## src/rtl/ks_sum_pkg.sv

```systemverilog
// ks_sum_pkg: shared width, result struct and occupancy state for the Kogge-Stone adder back end
package ks_sum_pkg;
   localparam int KS_W = 8;
   typedef struct packed {
      logic [KS_W-1:0] sum;
      logic            cout;
      logic            ovf;
   } ks_res_t;
   typedef enum logic [1:0] {EMPTY, ONE, TWO} occ_t;
endpackage

```

## src/rtl/ks_sum_if.sv

```systemverilog
// ks_sum_if: operand/result handshake bundle between the last prefix stage, ks_sum and its consumer
interface ks_sum_if #(parameter int W = 8, parameter int CNT_W = 16);
   logic             i_valid;
   logic             o_ready;
   logic             i_c0;
   logic [W-1:0]     i_gk;
   logic [W-1:0]     i_p_save;
   logic             o_valid;
   logic             i_ready;
   logic [W-1:0]     o_sum;
   logic             o_cout;
   logic             o_ovf;
   logic [CNT_W-1:0] o_count;
   modport slave (input i_valid, i_c0, i_gk, i_p_save, i_ready,
                  output o_ready, o_valid, o_sum, o_cout, o_ovf, o_count);
   modport master (output i_valid, i_c0, i_gk, i_p_save, i_ready,
                   input o_ready, o_valid, o_sum, o_cout, o_ovf, o_count);
endinterface

```

## src/rtl/ks_sum_calc.sv

```systemverilog
// ks_sum_calc: forms sum, carry-out and signed overflow from prefix carries and saved propagates
module ks_sum_calc #(parameter int W = 8) (
   input  logic         c0,
   input  logic [W-1:0] gk,
   input  logic [W-1:0] p_save,
   output logic [W-1:0] sum,
   output logic         cout,
   output logic         ovf
);
   always_comb begin
      sum  = p_save ^ {gk[W-2:0], c0};
      cout = gk[W-1];
      ovf  = gk[W-1] ^ gk[W-2];
   end
endmodule

```

## src/rtl/ks_sum.sv

```systemverilog
// ks_sum: adder post-processing with a 2-entry skid buffer and delivered-result counter
module ks_sum
   import ks_sum_pkg::*;
#(
   parameter int W     = KS_W,
   parameter int CNT_W = 16
) (
   input logic     i_clk,
   input logic     i_rst,
   ks_sum_if.slave bus
);
   logic [W-1:0]     sum;
   logic             cout;
   logic             ovf;
   logic [W+1:0]     entry;
   logic [W+1:0]     head_q, head_d, tail_q, tail_d;
   logic [CNT_W-1:0] count_q, count_d;
   occ_t             state_q, state_d;
   logic             push, pop;
   ks_sum_calc #(.W(W)) u_calc (
      .c0    (bus.i_c0),
      .gk    (bus.i_gk),
      .p_save(bus.i_p_save),
      .sum   (sum),
      .cout  (cout),
      .ovf   (ovf)
   );
   always_comb begin
      entry   = {sum, cout, ovf};
      push    = bus.i_valid && state_q != TWO;
      pop     = state_q != EMPTY && bus.i_ready;
      state_d = state_q;
      head_d  = head_q;
      tail_d  = tail_q;
      count_d = count_q + CNT_W'(pop);
      case (state_q)
         EMPTY: if (push) begin
            state_d = ONE;
            head_d  = entry;
         end
         ONE: begin
            if (push && pop) head_d = entry;
            else if (push) begin
               state_d = TWO;
               tail_d  = entry;
            end else if (pop) state_d = EMPTY;
         end
         TWO: if (pop) begin
            state_d = ONE;
            head_d  = tail_q;
         end
         default: state_d = EMPTY;
      endcase
   end
   always_ff @(posedge i_clk) begin
      if (i_rst) begin
         state_q <= EMPTY;
         head_q  <= '0;
         tail_q  <= '0;
         count_q <= '0;
      end else begin
         state_q <= state_d;
         head_q  <= head_d;
         tail_q  <= tail_d;
         count_q <= count_d;
      end
   end
   always_comb begin
      bus.o_valid                         = state_q != EMPTY;
      bus.o_ready                         = state_q != TWO;
      {bus.o_sum, bus.o_cout, bus.o_ovf}  = head_q;
      bus.o_count                         = count_q;
   end
endmodule

```

## src/flat_wrapper.sv

```systemverilog
// flat-port wrapper written by rule: the top's interface ports become plain ports
module ks_sum_flat import ks_sum_pkg::*;
#(
   parameter int W     = KS_W,
   parameter int CNT_W = 16
)
  (i_clk, i_rst, bus_i_valid, bus_i_c0, bus_i_gk, bus_i_p_save, bus_i_ready, bus_o_ready, bus_o_valid, bus_o_sum, bus_o_cout, bus_o_ovf, bus_o_count);
  ks_sum_if #(.W(W), .CNT_W(CNT_W)) bus_i ();
  input logic i_clk;
  input logic i_rst;
  input wire logic [$bits(bus_i.i_valid)-1:0] bus_i_valid;
  input wire logic [$bits(bus_i.i_c0)-1:0] bus_i_c0;
  input wire logic [$bits(bus_i.i_gk)-1:0] bus_i_gk;
  input wire logic [$bits(bus_i.i_p_save)-1:0] bus_i_p_save;
  input wire logic [$bits(bus_i.i_ready)-1:0] bus_i_ready;
  output wire logic [$bits(bus_i.o_ready)-1:0] bus_o_ready;
  output wire logic [$bits(bus_i.o_valid)-1:0] bus_o_valid;
  output wire logic [$bits(bus_i.o_sum)-1:0] bus_o_sum;
  output wire logic [$bits(bus_i.o_cout)-1:0] bus_o_cout;
  output wire logic [$bits(bus_i.o_ovf)-1:0] bus_o_ovf;
  output wire logic [$bits(bus_i.o_count)-1:0] bus_o_count;
  assign bus_i.i_valid = bus_i_valid;
  assign bus_i.i_c0 = bus_i_c0;
  assign bus_i.i_gk = bus_i_gk;
  assign bus_i.i_p_save = bus_i_p_save;
  assign bus_i.i_ready = bus_i_ready;
  assign bus_o_ready = bus_i.o_ready;
  assign bus_o_valid = bus_i.o_valid;
  assign bus_o_sum = bus_i.o_sum;
  assign bus_o_cout = bus_i.o_cout;
  assign bus_o_ovf = bus_i.o_ovf;
  assign bus_o_count = bus_i.o_count;
  ks_sum #(.W(W), .CNT_W(CNT_W)) u_core (.i_clk(i_clk), .i_rst(i_rst), .bus(bus_i));
endmodule
```

## config.mk

```make
export PLATFORM = sky130hd
export DESIGN_NAME = ks_sum_flat
export DESIGN_NICKNAME = d
export VERILOG_FILES = /design/src/rtl/ks_sum_pkg.sv /design/src/rtl/ks_sum_if.sv /design/src/rtl/ks_sum_calc.sv /design/src/rtl/ks_sum.sv /design/src/flat_wrapper.sv
export SDC_FILE = /design/constraint.sdc
export NUM_CORES = 1
export LEC_CHECK = 0
export BUFFER_PORTS_ARGS = -buffer_cell sky130_fd_sc_hd__buf_2
export CORE_MARGIN = 2
export CORE_UTILIZATION = 46
export CTS_CLUSTER_DIAMETER = 80
export CTS_CLUSTER_SIZE = 10
export DETAILED_ROUTE_END_ITERATION = 10
export GPL_TIMING_DRIVEN = 0
export PLACE_DENSITY = 0.85
export SLEW_MARGIN = 0
export SYNTH_ARGS = -nofsm -noshare
export SYNTH_HDL_FRONTEND = slang
export SYNTH_SLANG_ARGS = --single-unit
```

## constraint.sdc

```tcl
create_clock -name i_clk -period 1.4 [get_ports i_clk]
set_input_delay 0.14 -clock i_clk [delete_from_list [all_inputs] [get_ports i_clk]]
set_output_delay 0.14 -clock i_clk [all_outputs]
set_load 0.005 [all_outputs]
```

==> metrics.txt, run 1 <==
CP Cell Sequence=or2_4, and2_4, ha_4, and3_4, nand4_1, xor2_1, nor2_1; worst reg2reg setup slack=-0.09 ns; CP Max Fanout=7; Root Driver=clkbuf_4; CTS tree=done; Final Power=a little over 2 mW; gpl congestion=between 0.8 and 0.9; clock sinks=38; CTS Buf Count=5; Clock Skews=about 0.011 ns; P&R area growth vs syn=34.1%; slowest stage delay, CP=between 0.3 and 0.4 ns; period utilisation layout=106%; Cell variety after synth=35; final worst-path setup slack=-0.0851 ns; Synth Instances=between 150 and 200; biggest area consumer among synthesized cells=dfxtp_1; vias in the first global route=1452; top cells by area in the synthesized netlist=dfxtp_1 (45%), xnor2_1 (6.2%), nand2_1 (5.1%); Clock Latency Late Sink=about 0.34 ns; number of setup violations in the final report=5; Fillers=between 200 and 300; Slew Limit Fails=0; synthesized area per cell=between 8 and 9 um2; mapped cell area=between 1500 and 2000 um2; Row Count=21; Max Fclk=approximately 670 MHz; Worst Setup End Kind=register; Die Ht=~65 um; Via density=about 5.3; GRT Total Usage=a little over a fifth; post-route ant nets=0; Setup Slack @ Placement=-0.242 ns; ys flop type=dfxtp_1; Post-Route WL=about 4200 um; Port Buffers=between 40 and 50; Worst Path Required=around 1.6 ns; Hold WS=approximately 0.042 ns; Synth top area share=about 45%; effective utilization at floorplan=between 40% and 50%; initial antenna violation count=0; maximum VDD drop=between 0.6 and 0.7 mV; layout cells sized above 1=between 30 and 40%; Slowest-stage cell, CP=dfxtp_4; outcome=complete, but fails checks; Max Cap Viol=0; net count after synthesis=~220; Core Area=between 3000 and 4000 um2; YS warnings=0; relative slew slack=61.9%; Post-synth ARST share=0%; first-pass GRT wire length=roughly 6800 um; setup TNS=-0.325 ns; setup repair after global routing missed its margin=true; leak pwr=0.927 nW; PwrDens=between 900 and 1000 nW/um2; First-pass DRT Iterations=4; crit path buf inv count=0; largest net degree at the start of global routing=12; H-Tree Depth=2; DR WL/cell=between 10 and 15 um; clock slew at reported path FFs=between 0.1 and 0.15 ns; DRC=0; GRT Residual Overflow=0; diode count=0; Final Hold Fails=0; most frequent cells in the layout=buf_2 (49), dfxtp_1 (28), nand2_1 (22), nor2_1 (22), a21oi_1 (13); Worst setup SP type=register; Die Wd=roughly 65 um; final worst path period need=~1.5 ns; Worst EP arrival=approximately 1.7 ns; CTS Buffer Depth=2; Slew @ Worst Pin=roughly 0.57 ns; starting DRC count in detailed routing=between 80 and 90; DP Wirelength=roughly 2700 um; full die area=around 4200 um2; Hold Buf Count CTS=0; critical path type=reg2reg; failing checks=setup timing; Hold Crit Class=in2reg; I/O Pins=49; Yosys reg bits=38; NumNets Final=between 200 and 300; critical path's top delay family=simple AND/OR/NAND/NOR gates; Vias=between 1500 and 2000; commonest non-fill, non-tap cell in the layout=buf_2; Post-synth EDFFs=0; post-synthesis sequential area ratio=roughly 45%
layout make-up:
| type | count | area (um2) | area share (%) |
|---|---|---|---|
| clock buffers | 7 | 55.1 | 2.43 |
| flip-flops and latches | 38 | 783 | 34.6 |
| clock inverters | 1 | 5.00 | 0.221 |
| multi-input cells | 145 | 977 | 43.2 |
| well taps | 46 | 57.6 | 2.54 |
| repair buffers | 59 | 333 | 14.7 |
| plain buffers | 9 | 51.3 | 2.27 |
metal layers:
layer  vias to the layer above  share of wire (%)  track usage (%)  routed length (um)
li1                        815                  -                -                   -
met3                         5                5.6             5.73                 235
met2                        57                 50             35.7                2130
met1                       753                 43             25.5                1800
met5                         -                  0                0                   0
met4                         0                1.3             7.18                  54
flip-flops by register name, summed over array words and instances, names as in the netlist:
register	count
u_core.bus.o_count	16
u_core.head_q	10
u_core.tail_q	10
u_core.state_q	2
power breakdown:
group	switching (mW)	internal (mW)	total, mW
clock network	0.359	0.244	0.603
registers	0.0311	1.12	1.15
logic	0.146	0.137	0.283
cells by family (layout without fill, tap and decap cells):
group	after synthesis	in the layout	synth area share (%)
AO/OA/AOI/OAI	43	43	17.0
XOR/XNOR	20	20	10.4
adder cells (fa/ha/maj)	2	2	1.48
buffers and inverters	9	76	2.15
flip-flops	38	38	45.1
multiplexers	1	1	0.593
AND/OR/NAND/NOR	79	79	23.3
per-stage QoR:
step | std cells | area, um2 | utilization, %
after floorplan | 192 | 1750 | -
final | 305 | 2260 | 66.2
after CTS | 299 | 2200 | 64.3
after detailed placement | 285 | 2050 | 59.9
after global placement | 285 | 2050 | 59.9
after global routing | 305 | 2260 | 66.2
synthesized netlist by cell type, types with 2 or more instances:
library cell	n
and3_1	2
nand3_1	7
a21oi_1	14
xnor2_1	12
nor2_1	22
dfxtp_1	38
nand4_1	7
ha_1	2
or3_1	2
buf_2	2
nand2b_1	3
o21ai_0	3
nor4_1	2
a211oi_1	11
nand2_1	23
nor2b_1	3
o211ai_1	9
xor2_1	8
clkbuf_1	6
worst paths after layout:
kind	end	cells after the start	start
setup / recovery	u_core.bus.o_count[9]	7	u_core.state_q[0]
hold / removal	u_core.state_q[1]	2	bus_i_ready
setup reg to reg	u_core.bus.o_count[9]	7	u_core.state_q[0]
hold reg to reg	u_core.head_q[9]	2	u_core.head_q[9]
repair_timing:
action | 4_1_cts | 5_1_grt
gates resized for setup | 14 | 10
pin swaps | 6 | 9
buffers inserted | 6 | 6
setup endpoints to repair | 28 | 30
Power figures use the tool's default switching activity.
==> run 2: changes to the inputs <==
MAX_ROUTING_LAYER = met4   (was not set)
==> run 2 against run 1 <==
Against the previous run: the flow still finishes with violations (setup timing); power fell by 0.18%; clock skew is essentially flat; register-to-register slack hardly changed; clock power hardly changed; flip-flop and latch count did not move; global-route usage increased by 0.53 points; largest cell class unchanged; highest routed layer unchanged; core utilization unchanged; sequential power is essentially flat.
==> metrics.txt, run 2 (synthesized netlist as in run 1, its figures left out) <==
final instance area=2260 um2; P&R area growth vs syn=34.1%; first-pass GRT wire length=roughly 6800 um; area post-placement=2050 um2; slowest stage delay, CP=roughly 0.38 ns; diode count=0; GRT Residual Overflow=0; Worst EP arrival=around 1.7 ns; layout cells sized above 1=about 39%; Via density=between 5 and 6; failing checks=setup timing; relative slew slack=slightly above 60%; CTS tree=done; vias in the first global route=1452; final worst path period need=around 1.5 ns; Die Ht=64.6 um; H-Tree Depth=2; Worst Setup End Kind=register; maximum VDD drop=0.635 mV; Clock Skews=~0.012 ns; worst reg2reg setup slack=-0.08 ns; outcome=complete, but fails checks; Hold Buf Count CTS=0; full die area=4170 um2; critical path type=reg2reg; Post-Route WL=4200 um; setup TNS=-0.318 ns; Post-Layout Cell Count=~300; clock sinks=38; Hold WS=approximately 0.043 ns; First-pass DRT Iterations=4; DRC=0; Setup Slack @ Placement=-0.242 ns; Clock Latency Late Sink=between 0.3 and 0.4 ns; number of setup violations in the final report=5; max reg flops=16; DP Wirelength=around 2700 um; Slew Limit Fails=0; effective utilization at floorplan=about 49%; clock slew at reported path FFs=roughly 0.12 ns; hold endpoint=u_core.state_q[1]; crit path buf inv count=0; DR WL/cell=~14 um; final worst-path setup slack=-0.0826 ns; Hold Crit Class=in2reg; Worst setup SP type=register; NumNets Final=roughly 280; Core Area=~3400 um2; Slew @ Worst Pin=0.567 ns; critical path's top delay family=simple AND/OR/NAND/NOR gates; initial antenna violation count=0; setup repair after global routing missed its margin=true; reg2reg start=u_core.state_q[0]; Root Driver=clkbuf_4; FF-to-FF End=u_core.bus.o_count[9]; Fillers=292; post-route ant nets=0; I/O Pins=49; largest net degree at the start of global routing=12; Row Count=21; Final Hold Fails=0; GRT Total Usage=a little over a fifth; CTS Buffer Depth=2; Final Power=between 2 and 2.5 mW; CTS Buf Count=5; period utilisation layout=106%; Max Fclk=slightly below 700 MHz; leak pwr=approximately 0.93 nW; commonest non-fill, non-tap cell in the layout=buf_2; hold wc startpoint=bus_i_ready; gpl congestion=0.850; starting DRC count in detailed routing=between 100 and 150; Slowest-stage cell, CP=dfxtp_4; Max Cap Viol=0; Die Wd=approximately 65 um; Vias=between 1500 and 2000; CP Max Fanout=7; Port Buffers=between 40 and 50; dpl cells=285; final core occ=66.2%; most frequent cells in the layout=buf_2 (49), dfxtp_1 (28), nand2_1 (22), nor2_1 (22), a21oi_1 (13); hold path cells=2; PwrDens=about 900 nW/um2; CP Cell Sequence=or2_4, and2_4, ha_4, and3_4, nand4_1, xor2_1, nor2_1; R2R depth=7; Worst Path Required=around 1.6 ns
==> run 2: cell counts in the layout (fill, tap and decap cells not counted) <==
Identical to the previous run, type by type.
==> run 2: worst register-to-register path: cells and delay by family (launching register included) <==
kind                       cells  cell delay, ns
xor gates and xnor gates       1            0.14
and+or+nand+nor                5            0.71
DFF                            1            0.38
adders and majority gates      1            0.15
==> run 2: where the power goes <==
part           internal (mW)  switching, mW
clock network          0.244          0.356
registers               1.12         0.0309
logic                  0.137          0.145
==> run 2: routing by layer <==
layer	up-vias	wire length [um]	share of wire, %	global-route usage [%]
met5	-	0	0	-
met4	0	64	1.5	7.18
met3	7	213	5.1	5.73
met2	48	2100	50	35.7
met1	760	1820	43	25.4
li1	817	-	-	-
==> run 2: repair_timing <==
| action | in CTS | in global routing |
|---|---|---|
| endpoints found under the setup margin | 28 | 30 |
| pin swaps | 6 | 9 |
| setup buffers | 6 | 6 |
| hold endpoints to repair | 0 | 0 |
| resized for setup | 14 | 10 |
==> run 2: area by class of cell <==
class | count | area, um2 | share of cell area (%)
flip-flops and latches | 38 | 783 | 34.6
multi-input cells | 145 | 977 | 43.2
repair buffers | 59 | 333 | 14.7
clock buffers | 7 | 55.1 | 2.43
clock inverters | 1 | 5.00 | 0.221
plain buffers | 9 | 51.3 | 2.27
well taps | 46 | 57.6 | 2.54
==> run 2: worst max-delay path by stage <==
stage	to	from	cells past startpoint
after floorplan	u_core.bus.o_count[12]	u_core.state_q[0]	6
after detailed placement	u_core.bus.o_count[14]	u_core.state_q[0]	6
after CTS	u_core.bus.o_count[9]	u_core.state_q[0]	7
final	u_core.bus.o_count[9]	u_core.state_q[0]	7
after global placement	u_core.bus.o_count[14]	u_core.state_q[0]	6
after global routing	u_core.bus.o_count[5]	u_core.state_q[0]	7
==> run 3: changes to the inputs <==
CORE_UTILIZATION = 47   (was 46)
CTS_BUF_LIST = sky130_fd_sc_hd__clkbuf_4   (was not set)
PLACE_DENSITY = 0.86   (was 0.85)
==> run 3 against run 2 <==
Against the previous run: the flow still finishes with violations (setup timing); wire length up 13%; critical path depth did not move; power is 1.4% higher; cell count up 3.0%; first-iteration DRC count rose by 12%; count of clock-buffer cells in the layout is 1 higher; register-to-register slack lost 0.10 ns; clock skew grew 0.0026 ns; via count increased by 8.2%; flip-flop and latch count unchanged.
==> metrics.txt, run 3 (synthesized netlist as in run 1, its figures left out) <==
outcome=complete, but fails checks; failing checks=setup timing; final instance area=2400 um2; vias in the first global route=approximately 1600; Clock Skews=0.0143 ns; P_int=approximately 1.5 mW; starting DRC count in detailed routing=around 130; Flop pwr share=a little under three fifths; Slew Limit Fails=0; Worst EP arrival=about 1.8 ns; reg2reg start=u_core.state_q[1]; clock power share=29.9%; slowest stage delay, CP=around 0.38 ns; Worst setup SP type=register; Core Area=between 3000 and 4000 um2; Worst Setup End Kind=register; Final Hold Fails=0; Via density=around 5.6; worst reg2reg setup slack=-0.18 ns; clock sinks=38; maximum VDD drop=slightly above 0.6 mV; DRC=0; R2R depth=7; Slowest-stage cell, CP=dfxtp_4; DR top layer=met4; hold endpoint=u_core.state_q[1]; met2 wire len=2410 um; commonest non-fill, non-tap cell in the layout=buf_2; Die Wd=roughly 64 um; full die area=around 4000 um2; hold path cells=2; Post-Route WL=~4700 um; First-pass DRT Iterations=4; effective utilization at floorplan=between 40% and 50%; first-pass GRT wire length=7110 um; CTS tree=done; DP Wirelength=roughly 2800 um; Port Buffers=47; H-Tree Depth=2; Setup Slack @ Placement=-0.262 ns; Root Driver=clkbuf_4; CP Cell Sequence=buf_6, o211a_4, ha_4, nand3_1, or3_1, xor2_1, nor2_1; Slew @ Worst Pin=about 0.6 ns; Vias=between 1500 and 2000; Hold Crit Class=in2reg; crit path buf inv count=1; Clock Latency Late Sink=between 0.3 and 0.4 ns; DR WL/cell=roughly 15 um; final core occ=between 70% and 80%; leak pwr=between 1 and 1.5 nW; number of setup violations in the final report=17; Hold Buf Count CTS=0; period utilisation layout=113%; CTS Buffer Depth=2; final worst-path setup slack=-0.182 ns; Worst Path Required=1.64 ns; P&R area growth vs syn=42.6%; Metal-1 WL=between 1500 and 2000 um; DR WL met3=roughly 300 um; clock slew at reported path FFs=0.12 ns; initial antenna violation count=0; largest net degree at the start of global routing=12; Max Cap Viol=0; diode count=0; PwrDens=857 nW/um2; final worst path period need=between 1.5 and 2 ns; Comb power frac=around 15%; GRT Residual Overflow=0; Sw Share=26.4%; layout cells sized above 1=between 40% and 50%; Die Ht=63.9 um; critical path type=reg2reg; Row Count=21; post-route ant nets=0; hold wc startpoint=bus_i_ready; Switch Pwr=between 500 and 600 uW; area post-placement=around 2000 um2; FF-to-FF End=u_core.bus.o_count[12]; max reg flops=16; NumNets Final=290; CP Max Fanout=5; gpl congestion=0.866; most frequent cells in the layout=buf_2 (48), dfxtp_1 (27), nand2_1 (22), nor2_1 (22), buf_4 (17); setup repair after global routing missed its margin=true; GRT Total Usage=roughly 23%; CTS Buf Count=5; relative slew slack=61.0%; critical path's top delay family=simple AND/OR/NAND/NOR gates; Max Fclk=~630 MHz; I/O Pins=approximately 50
==> run 3: power by group through the flow <==
stage | Sequential (mW) | Clock (mW) | Combinational [mW]
detailed placement | 1.17 | 0 | 0.261
floorplan | 1.17 | 0 | 0.159
CTS | 1.15 | 0.611 | 0.270
global route | 1.15 | 0.658 | 0.330
finish | 1.15 | 0.615 | 0.301
global placement | 1.17 | 0 | 0.255
==> run 3: cell type report <==
class	instances	area, um2
Multi-Input combinational cell	146	1040
Fill cell	265	985
Sequential cell	38	792
Timing Repair Buffer	67	390
Clock buffer	8	60.1
Buffer	9	60.1
Tap cell	46	57.6
==> run 3: worst max path at each step <==
stage | from | endpoint | slack [ns] | cells past startpoint
after global routing | u_core.state_q[1] | u_core.bus.o_count[9] | -0.25 | 7
after floorplan | u_core.state_q[0] | u_core.bus.o_count[12] | -0.03 | 6
final | u_core.state_q[1] | u_core.bus.o_count[12] | -0.18 | 7
after detailed placement | u_core.state_q[0] | u_core.bus.o_count[14] | -0.26 | 6
after CTS | u_core.state_q[0] | u_core.bus.o_count[12] | -0.09 | 6
after global placement | u_core.state_q[0] | u_core.bus.o_count[14] | -0.22 | 6
==> run 3: routing by layer <==
layer	global-route usage [%]	vias to the layer above
met2	38.0	92
met4	10.6	0
met1	26.3	826
li1	-	834
met3	4.58	14
met5	-	-
==> run 3: worst register-to-register path, cell delays in order (launching register included) <==
cell and delay (ns):
dfxtp_4 0.38, buf_6 0.09, o211a_4 0.19, ha_4 0.18, nand3_1 0.08, or3_1 0.34
xor2_1 0.17, nor2_1 0.06
==> run 3: repair_timing <==
item                       CTS  global route
gates cloned                 0             2
buffers inserted            10             9
setup endpoints to repair   28            28
pin swaps                    9            12
resized for setup           18            24
==> run 3: through the flow <==
| step | power [mW] | setup TNS [ns] | cells | hold WS [ns] |
|---|---|---|---|---|
| 2_1_floorplan | 1.33 | -0.0671 | 192 | 0.209 |
| 3_3_place_gp | 1.43 | -1.40 | 285 | 0.392 |
| 3_5_place_dp | 1.44 | -1.96 | 285 | 0.393 |
| 4_1_cts | 2.03 | -0.212 | 303 | 0.0398 |
| 5_1_grt | 2.14 | -2.52 | 314 | 0.0477 |
| 6_report | 2.06 | -0.987 | 314 | 0.0453 |
